--- src/rtl/counter_cmd_ctrl.sv ---
// Command sequencer for the 10 Hz counter: merges UART command bytes and button pulses into run/mode/clear,
// and streams a 4-digit decimal status report plus CR LF. Define COUNTER_CTRL_ECHO_EN to echo every popped byte.
module counter_cmd_ctrl #(
    parameter int         CNT_W     = 14,
    parameter logic [7:0] CMD_RUN   = 8'h52,
    parameter logic [7:0] CMD_CLEAR = 8'h43,
    parameter logic [7:0] CMD_MODE  = 8'h4D,
    parameter logic [7:0] CMD_STAT  = 8'h53
) (
    input  logic             clk,
    input  logic             rst,
    input  logic             rx_empty,
    input  logic [7:0]       rx_data,
    output logic             rx_pop,
    input  logic             tx_full,
    output logic             tx_push,
    output logic [7:0]       tx_data,
    input  logic             btn_run,
    input  logic             btn_clear,
    input  logic             btn_mode,
    input  logic [CNT_W-1:0] counter,
    output logic             run,
    output logic             mode,
    output logic             clear,
    output logic             busy
);

    typedef enum logic [1:0] {IDLE = 2'd0, ECHO = 2'd1, DECODE = 2'd2, SEND = 2'd3} state_t;

    state_t           state;
    logic [7:0]       cmd;
    logic [2:0]       slot;
    logic [CNT_W-1:0] snap;
    logic [7:0]       slot_byte;
    logic             pop_now, send_go, uart_clr, dec_run, dec_mode, dec_stat;

    // Letters only: bit 5 selects lower case, so forcing it folds both cases together.
    function automatic logic is_cmd(input logic [7:0] b, input logic [7:0] c);
        return (b | 8'h20) == (c | 8'h20);
    endfunction

    function automatic logic [CNT_W-1:0] sat_cnt(input logic [CNT_W-1:0] v);
        return (v > CNT_W'(9999)) ? CNT_W'(9999) : v;
    endfunction

    function automatic logic [7:0] ascii_digit(input logic [CNT_W-1:0] v, input int unsigned div);
        logic [31:0] q;
        q = (32'(v) / div) % 32'd10;
        return 8'h30 + q[7:0];
    endfunction

    always_comb begin
        slot_byte = 8'h00;
        case (slot)
            3'd0:    slot_byte = ascii_digit(snap, 1000);
            3'd1:    slot_byte = ascii_digit(snap, 100);
            3'd2:    slot_byte = ascii_digit(snap, 10);
            3'd3:    slot_byte = ascii_digit(snap, 1);
            3'd4:    slot_byte = 8'h0D;
            3'd5:    slot_byte = 8'h0A;
            default: slot_byte = 8'h00;
        endcase
    end

    assign pop_now  = (state == IDLE) && !rx_empty && !rst;
    assign send_go  = (state == SEND) && !tx_full;
    assign dec_run  = (state == DECODE) && is_cmd(cmd, CMD_RUN);
    assign dec_mode = (state == DECODE) && is_cmd(cmd, CMD_MODE);
    assign dec_stat = (state == DECODE) && is_cmd(cmd, CMD_STAT);
    assign rx_pop   = pop_now;
    assign busy     = (state != IDLE);

`ifdef COUNTER_CTRL_ECHO_EN
    logic echo_go;
    assign echo_go  = (state == ECHO) && !tx_full;
    // Clear is issued on the echo push edge so the pulse lands in the DECODE cycle.
    assign uart_clr = echo_go && is_cmd(cmd, CMD_CLEAR);
    assign tx_push  = send_go | echo_go;
    assign tx_data  = (state == ECHO) ? cmd : ((state == SEND) ? slot_byte : 8'h00);
`else
    // Clear is issued on the pop edge so the pulse lands in the DECODE cycle.
    assign uart_clr = pop_now && is_cmd(rx_data, CMD_CLEAR);
    assign tx_push  = send_go;
    assign tx_data  = (state == SEND) ? slot_byte : 8'h00;
`endif

    always_ff @(posedge clk or posedge rst) begin
        if (rst) begin
            state <= IDLE;
            cmd   <= 8'h00;
            slot  <= 3'd0;
            run   <= 1'b0;
            mode  <= 1'b0;
            clear <= 1'b0;
        end else begin
            // Button and UART requests are OR-ed so a coincident pair yields one action.
            run   <= run ^ (btn_run | dec_run);
            mode  <= mode ^ (btn_mode | dec_mode);
            clear <= btn_clear | uart_clr;
            case (state)
                IDLE: begin
                    if (pop_now) begin
                        cmd <= rx_data;
`ifdef COUNTER_CTRL_ECHO_EN
                        state <= ECHO;
`else
                        state <= DECODE;
`endif
                    end
                end
`ifdef COUNTER_CTRL_ECHO_EN
                ECHO: begin
                    if (!tx_full) state <= DECODE;
                end
`endif
                DECODE: begin
                    slot  <= 3'd0;
                    state <= dec_stat ? SEND : IDLE;
                end
                SEND: begin
                    if (!tx_full) begin
                        if (slot == 3'd5) state <= IDLE;
                        else slot <= slot + 3'd1;
                    end
                end
                default: state <= IDLE;
            endcase
        end
    end

    // Snapshot is pure data; it is only read in SEND, which always follows a load.
    always_ff @(posedge clk) begin
        if (dec_stat) snap <= sat_cnt(counter);
    end

endmodule

--- config.mk ---
export PLATFORM = sky130hd
export DESIGN_NAME = counter_cmd_ctrl
export DESIGN_NICKNAME = d
export VERILOG_FILES = /design/src/rtl/counter_cmd_ctrl.sv
export SDC_FILE = /design/constraint.sdc
export NUM_CORES = 1
export LEC_CHECK = 0
export CAP_MARGIN = 20
export CELL_PAD_IN_SITES_DETAIL_PLACEMENT = 0
export CELL_PAD_IN_SITES_GLOBAL_PLACEMENT = 1
export CORE_MARGIN = 4
export CORE_UTILIZATION = 50
export CTS_BUF_LIST = sky130_fd_sc_hd__clkbuf_8
export CTS_CLUSTER_SIZE = 28
export DETAILED_ROUTE_END_ITERATION = 8
export PLACE_DENSITY_LB_ADDON = 0.1
export SLEW_MARGIN = 5
export SYNTH_ARGS = -nofsm -noshare
export SYNTH_HDL_FRONTEND = slang
export SYNTH_SLANG_ARGS = --single-unit
--- constraint.sdc ---
create_clock -name clk -period 26.6 [get_ports clk]
set_clock_uncertainty 0.1 [all_clocks]
set_input_delay 5.32 -clock clk [delete_from_list [all_inputs] [get_ports clk]]
set_output_delay 5.32 -clock clk [all_outputs]
set_load 0.05 [all_outputs]
==> results of run 1 <==
==> power groups by stage <==
stage	combinational (uW)	sequential (uW)	clock (uW)
after detailed placement	45.3	54.4	0
after global placement	44.9	54.3	0
after CTS	45.4	53.6	51.1
after floorplan	25.9	59.7	0
after global routing	49.3	54.0	53.0
final	45.6	53.5	50.0
==> state kept, by name, indices dropped and copies added (netlist names) <==
name   flops
state      2
clear      1
cmd        7
run        1
snap      14
mode       1
slot       3
==> routing by layer <==
metal	wire [um]	share of wire (%)	vias up	global-route usage, %
met5	0	0	-	0
met4	497	1.8	0	6.27
met3	1540	5.6	42	2.37
met2	12300	45	296	42.6
met1	13000	48	4647	38.9
li1	-	-	4830	-
==> through the flow <==
stage	utilization, %	instance area, um2	instances
floorplan	-	8810	1279
detailed placement	53.2	9210	1477
finish	53.9	9330	1485
global placement	53.2	9210	1477
global route	53.9	9330	1485
CTS	53.9	9330	1485
==> cell usage after synthesis, drive strengths merged, types with 9 or more instances <==
cell type and number:
a211oi 25, o2111ai 10, mux2i 29, nor2b 18, xor2 16, nor2 114, a21oi 89, nand4 12
a211o 10, o31ai 22, clkbuf 52, buf 34, maj3 11, or3 14, dfrtp 15, nand2 128
nor3 52, inv 38, and3 14, a31oi 23, o31a 10, or2 17, mux2 12, a21o 13
and2 24, ha 21, xnor2 52, nor3b 9, nor4 19, edfxtp 14, nand3 41, o22ai 13
nand2b 21, o21a 17, a221oi 9, o21ai 101, o211ai 24
==> layout make-up <==
| cell class | count | area, um2 |
|---|---|---|
| fillers | 1734 | 7970 |
| well taps | 225 | 282 |
| clock buffers | 6 | 82.6 |
| multi-input cells | 1122 | 7430 |
| inverters | 42 | 158 |
| flip-flops and latches | 29 | 796 |
| repair buffers | 59 | 546 |
| clock inverters | 2 | 33.8 |
==> cell families after synthesis <==
family,Yosys count,synth area share (%)
AOI/OAI and AO/OA,463,37.4
DFF,29,9.03
muxes,41,5.01
adders and majority gates,32,4.25
and+or+nand+nor,518,30.9
buffers and inverters,128,6.65
xor gates and xnor gates,68,6.76
==> worst max-delay path, delay by kind of cell (launching register included) <==
kind	cells	cell delay, ps
compound gates	11	4790
simple gates	12	3620
buf+inv	5	1240
fa+ha+maj	3	850
xor+xnor	3	800
flops	1	350
==> how the worst max path moves through the flow <==
stage	from	endpoint	slack (ps)	cells after the start
CTS	snap[11]$_SDFFCE_PN0P_	tx_data[6]	9410	34
global placement	snap[12]$_SDFFCE_PN0P_	tx_data[6]	9750	34
global route	snap[11]$_SDFFCE_PN0P_	tx_data[6]	8190	34
floorplan	snap[10]$_SDFFCE_PN1P_	tx_data[6]	12950	33
detailed placement	snap[11]$_SDFFCE_PN0P_	tx_data[6]	9770	34
finish	snap[12]$_SDFFCE_PN0P_	tx_data[6]	9210	34
==> flow_summary.toml, run 1 <==
[routing]
via_count = 9815
vias_per_cell = 6.61
wl_per_cell_um = 18.4
drt_wl_total_um = 27400
ant_nets = 0
drc = 0
firstDrtPassIters = 7
first_iter_violations = 1056

[synth]
synth_top_area_share_pct = 5.33
synthArstFlopShare_pct = 51.7
ys_ff_latch = 29
synth_edf_count = 14
netlist_area_um2 = 8810
ys.flop_type = "dfrtp_1"
synth_area_leader_cell = "nand2_1"
synth.net_count = 1329
yosys-top-cells-area = "nand2_1 (5.3%), xnor2_1 (5.2%), a21oi_1 (4.9%), o21ai_0 (4.9%), edfxtp_1 (4.8%)"
syn-instance-count = 1279
yosys_warnings = 0
avgSynthCellArea_um2 = 6.89
ys_types = 117
synth-seq-area-share_pct = 9.03

[final_layout]
syn_to_final_growth_pct = 5.85
nets = 1309
final_cell_mix = "nand2_1 (125), nor2_1 (111), o21ai_0 (86), a21oi_1 (86), xnor2_1 (52)"
drive_gt1_share_pct = 9.29
antenna_cells = 0
final_common_cell = "nand2_1"

[placed_design]
dp_hpwl_um = 20700
pre_cts_ws_ps = 9770
io_buffers = 41
place_congestion = 0.918

[critical_path]
regToRegEndpoint = "snap[0]$_SDFFCE_PN1P_"
r2r_setup_slack_ps = 24470
reg2reg_depth = 3
crit_fanout = 27
setup.worst_path.end_class = "primary output"
crit-reg2reg-launch = "cmd[7]$_DFFE_PP0P_"
crit_type = "register to primary output"
cpPeakStageDelay_ps = 880
worstSetupStartpointType = "register"
slowest_stage = "o21ai_1"
cp_data_required_time_ps = 21180
crit_arrival_ps = 11970

[global_routing]
grt_max_degree = 40
grt_remaining_overflow = 0
grt_pass1_vias = 8881
grt_pass1_wl_um = 45200
antenna_found_initial = 0
grt_usage_pct = 26.7

[clock_network]
path_clk_slew_ps = 70
clock_latency_ps = 300
clock-sinks = 29
cts_setup_buffers = 0
clockBufferDepth = 2
post_cts_resize_count = 0
cts_tree = "built"
cts.htree.levels = 2
ctsRootBufferMaster = "clkbuf_8"
hold_buffers = 0
cts_buffers = 5

[power_and_ir_drop]
comb_power_share_pct = 30.6
ir_drop_v = 0.0000305
clock_power_share_pct = 33.5
p_switching_uw = 48.7
p_per_area_nw_per_um2 = 16.0
power.internal_uw = 100
switching_share_pct = 32.7
power_frac_seq_pct = 35.9
leakagePower_uw = 0.00334
power_uw = 149

[outcome]
outcome = "finished clean"

[sta]
whs_ps = 373
period_share_pct = 65.4
hold_viol = 0
setup_viol_count_final = 0
worstMarginPinSlew_ps = 1030
slew_headroom_pct = 30.7
final_max_slew_viol_count = 0
fmax_ghz = 0.0575
fin_setup_tns_ps = 0
setup_slack_ps = 9210
grt_setup_unrepaired = "no"
min_period_ps = 17390

[job]
maxCapViolations = 0

[die]
rows = 48
dieArea_um2 = 19800
ioPinCount = 43
core_area_um2 = 17300
die_height_um = 141
die_x_um = 141
initial_core_util_pct = 50.9

[worst_hold_path]
min_to = "mode$_DFF_PP0_"
hold_path_class = "register to register"
hold_depth = 1
hp-start = "mode$_DFF_PP0_"
(Power assumes the default switching activity.)
==> run 2, diff against run 1 <==
--- a/config.mk
+++ b/config.mk
@@ -9,7 +9,7 @@
 export CELL_PAD_IN_SITES_DETAIL_PLACEMENT = 0
 export CELL_PAD_IN_SITES_GLOBAL_PLACEMENT = 1
 export CORE_MARGIN = 4
-export CORE_UTILIZATION = 50
+export CORE_UTILIZATION = 42
 export CTS_BUF_LIST = sky130_fd_sc_hd__clkbuf_8
 export CTS_CLUSTER_SIZE = 28
 export DETAILED_ROUTE_END_ITERATION = 8
==> constraint.sdc (replaced) <==
create_clock -name clk -period 15.05 [get_ports clk]
set_clock_uncertainty 0.1 [all_clocks]
set_input_delay 3.01 -clock clk [delete_from_list [all_inputs] [get_ports clk]]
set_output_delay 3.01 -clock clk [all_outputs]
set_load 0.05 [all_outputs]
==> flow_summary.toml, run 2 (synthesized netlist as in run 1, its figures left out) <==
[job]
maxCapViolations = 0

[sta]
period_share_pct = 89.5
slew_headroom_pct = 35.7
setup_viol_count_final = 0
min_period_ps = 13470
grt_setup_unrepaired = "no"
hold_viol = 0
setup_slack_ps = 1580
final_max_slew_viol_count = 0
worstMarginPinSlew_ps = 961
fin_setup_tns_ps = 0
fmax_ghz = 0.0742

[critical_path]
cpPeakStageDelay_ps = 820
worstSetupStartpointType = "register"
crit_type = "register to primary output"
crit_arrival_ps = 10360
crit_fanout = 27
cp_data_required_time_ps = 11940
r2r_setup_slack_ps = 12970
setup.worst_path.end_class = "primary output"
slowest_stage = "clkdlybuf4s50_1"

[placed_design]
dp_hpwl_um = 21800
pre_cts_ws_ps = 1920
place_congestion = 0.881
io_buffers = 41

[clock_network]
ctsRootBufferMaster = "clkbuf_8"
cts_setup_buffers = 0
cts.htree.levels = 2
clock_latency_ps = 280
cts_tree = "built"
clockBufferDepth = 2
path_clk_slew_ps = 60
hold_buffers = 0
clock-sinks = 29
post_cts_resize_count = 0
cts_buffers = 5

[global_routing]
grt_max_degree = 35
grt_remaining_overflow = 0
grt_pass1_vias = 9207
antenna_found_initial = 0
grt_pass1_wl_um = 46700
grt_usage_pct = 23.0

[routing]
via_count = 9872
first_iter_violations = 756
drt_wl_total_um = 28400
ant_nets = 0
wl_per_cell_um = 18.5
firstDrtPassIters = 5
vias_per_cell = 6.42
drc = 0

[outcome]
outcome = "finished clean"

[die]
die_height_um = 153
die_x_um = 153
rows = 52
dieArea_um2 = 23400
ioPinCount = 43
initial_core_util_pct = 43.1
core_area_um2 = 20400

[final_layout]
final_common_cell = "nand2_1"
nets = 1317
top_register = "snap"
final_cell_mix = "nand2_1 (125), nor2_1 (111), o21ai_0 (86), a21oi_1 (86), xnor2_1 (52)"
reg_top3 = "snap: 14 flops, cmd: 7 flops, slot: 3 flops"
antenna_cells = 0
syn_to_final_growth_pct = 6.79
drive_gt1_share_pct = 9.86
final.fill_count = 2186
largest_reg_flops = 14

[power_and_ir_drop]
p_per_area_nw_per_um2 = 25.2
leakagePower_uw = 0.00337
ir_drop_v = 0.0000940

[worst_hold_path]
hold_path_class = "register to register"
[run 2: worst paths after layout]
check	from	to	depth (start not counted)
max	snap[12]$_SDFFCE_PN0P_	tx_data[6]	37
min	run$_DFF_PP0_	run$_DFF_PP0_	1
max reg2reg	cmd[7]$_DFFE_PP0P_	snap[12]$_SDFFCE_PN0P_	3
min reg2reg	run$_DFF_PP0_	run$_DFF_PP0_	1
max in group asynchronous	rst	cmd[4]$_DFFE_PP0P_	2
min in group asynchronous	rst	cmd[3]$_DFFE_PP0P_	2
[run 2: critical path, delay by kind of cell, from the launching register on]
family	cells	cell delay (ps)
AO/OA/AOI/OAI	11	2880
AND/OR/NAND/NOR	11	2730
adder cells (fa/ha/maj)	5	1700
buffers and inverters	7	1680
XOR/XNOR	3	690
flip-flops	1	370
[run 2: cell type report]
| type | count | area [um2] | area share [%] |
|---|---|---|---|
| clock buffers | 5 | 68.8 | 0.731 |
| clock inverters | 3 | 13.8 | 0.146 |
| inverters | 42 | 158 | 1.68 |
| multi-input cells | 1122 | 7430 | 79.0 |
| flip-flops and latches | 29 | 796 | 8.46 |
| well taps | 270 | 338 | 3.59 |
| repair buffers | 67 | 606 | 6.44 |
[run 2: per-layer routing]
metal | share of wire (%) | global-route usage [%] | vias to the layer above
li1 | - | - | 4861
met1 | 47 | 31.6 | 4728
met2 | 47 | 39.7 | 247
met3 | 4.2 | 1.07 | 36
met4 | 2.0 | 5.94 | 0
met5 | 0 | 0 | -
[run 2: power breakdown]
group	switching [uW]	internal [uW]
Clock	29.5	31.3
Combinational	46.8	34.6
Sequential	4.99	90.0
[run 2: metrics by stage]
step	power, uW	util [%]	cells	cell area [um2]	hold slack (ps)
after floorplan	151	-	1279	8810	372
after global placement	177	45.6	1529	9320	364
after detailed placement	177	45.6	1529	9320	366
after CTS	239	46.0	1537	9400	383
after global routing	251	46.1	1538	9410	406
final	237	46.1	1538	9410	381
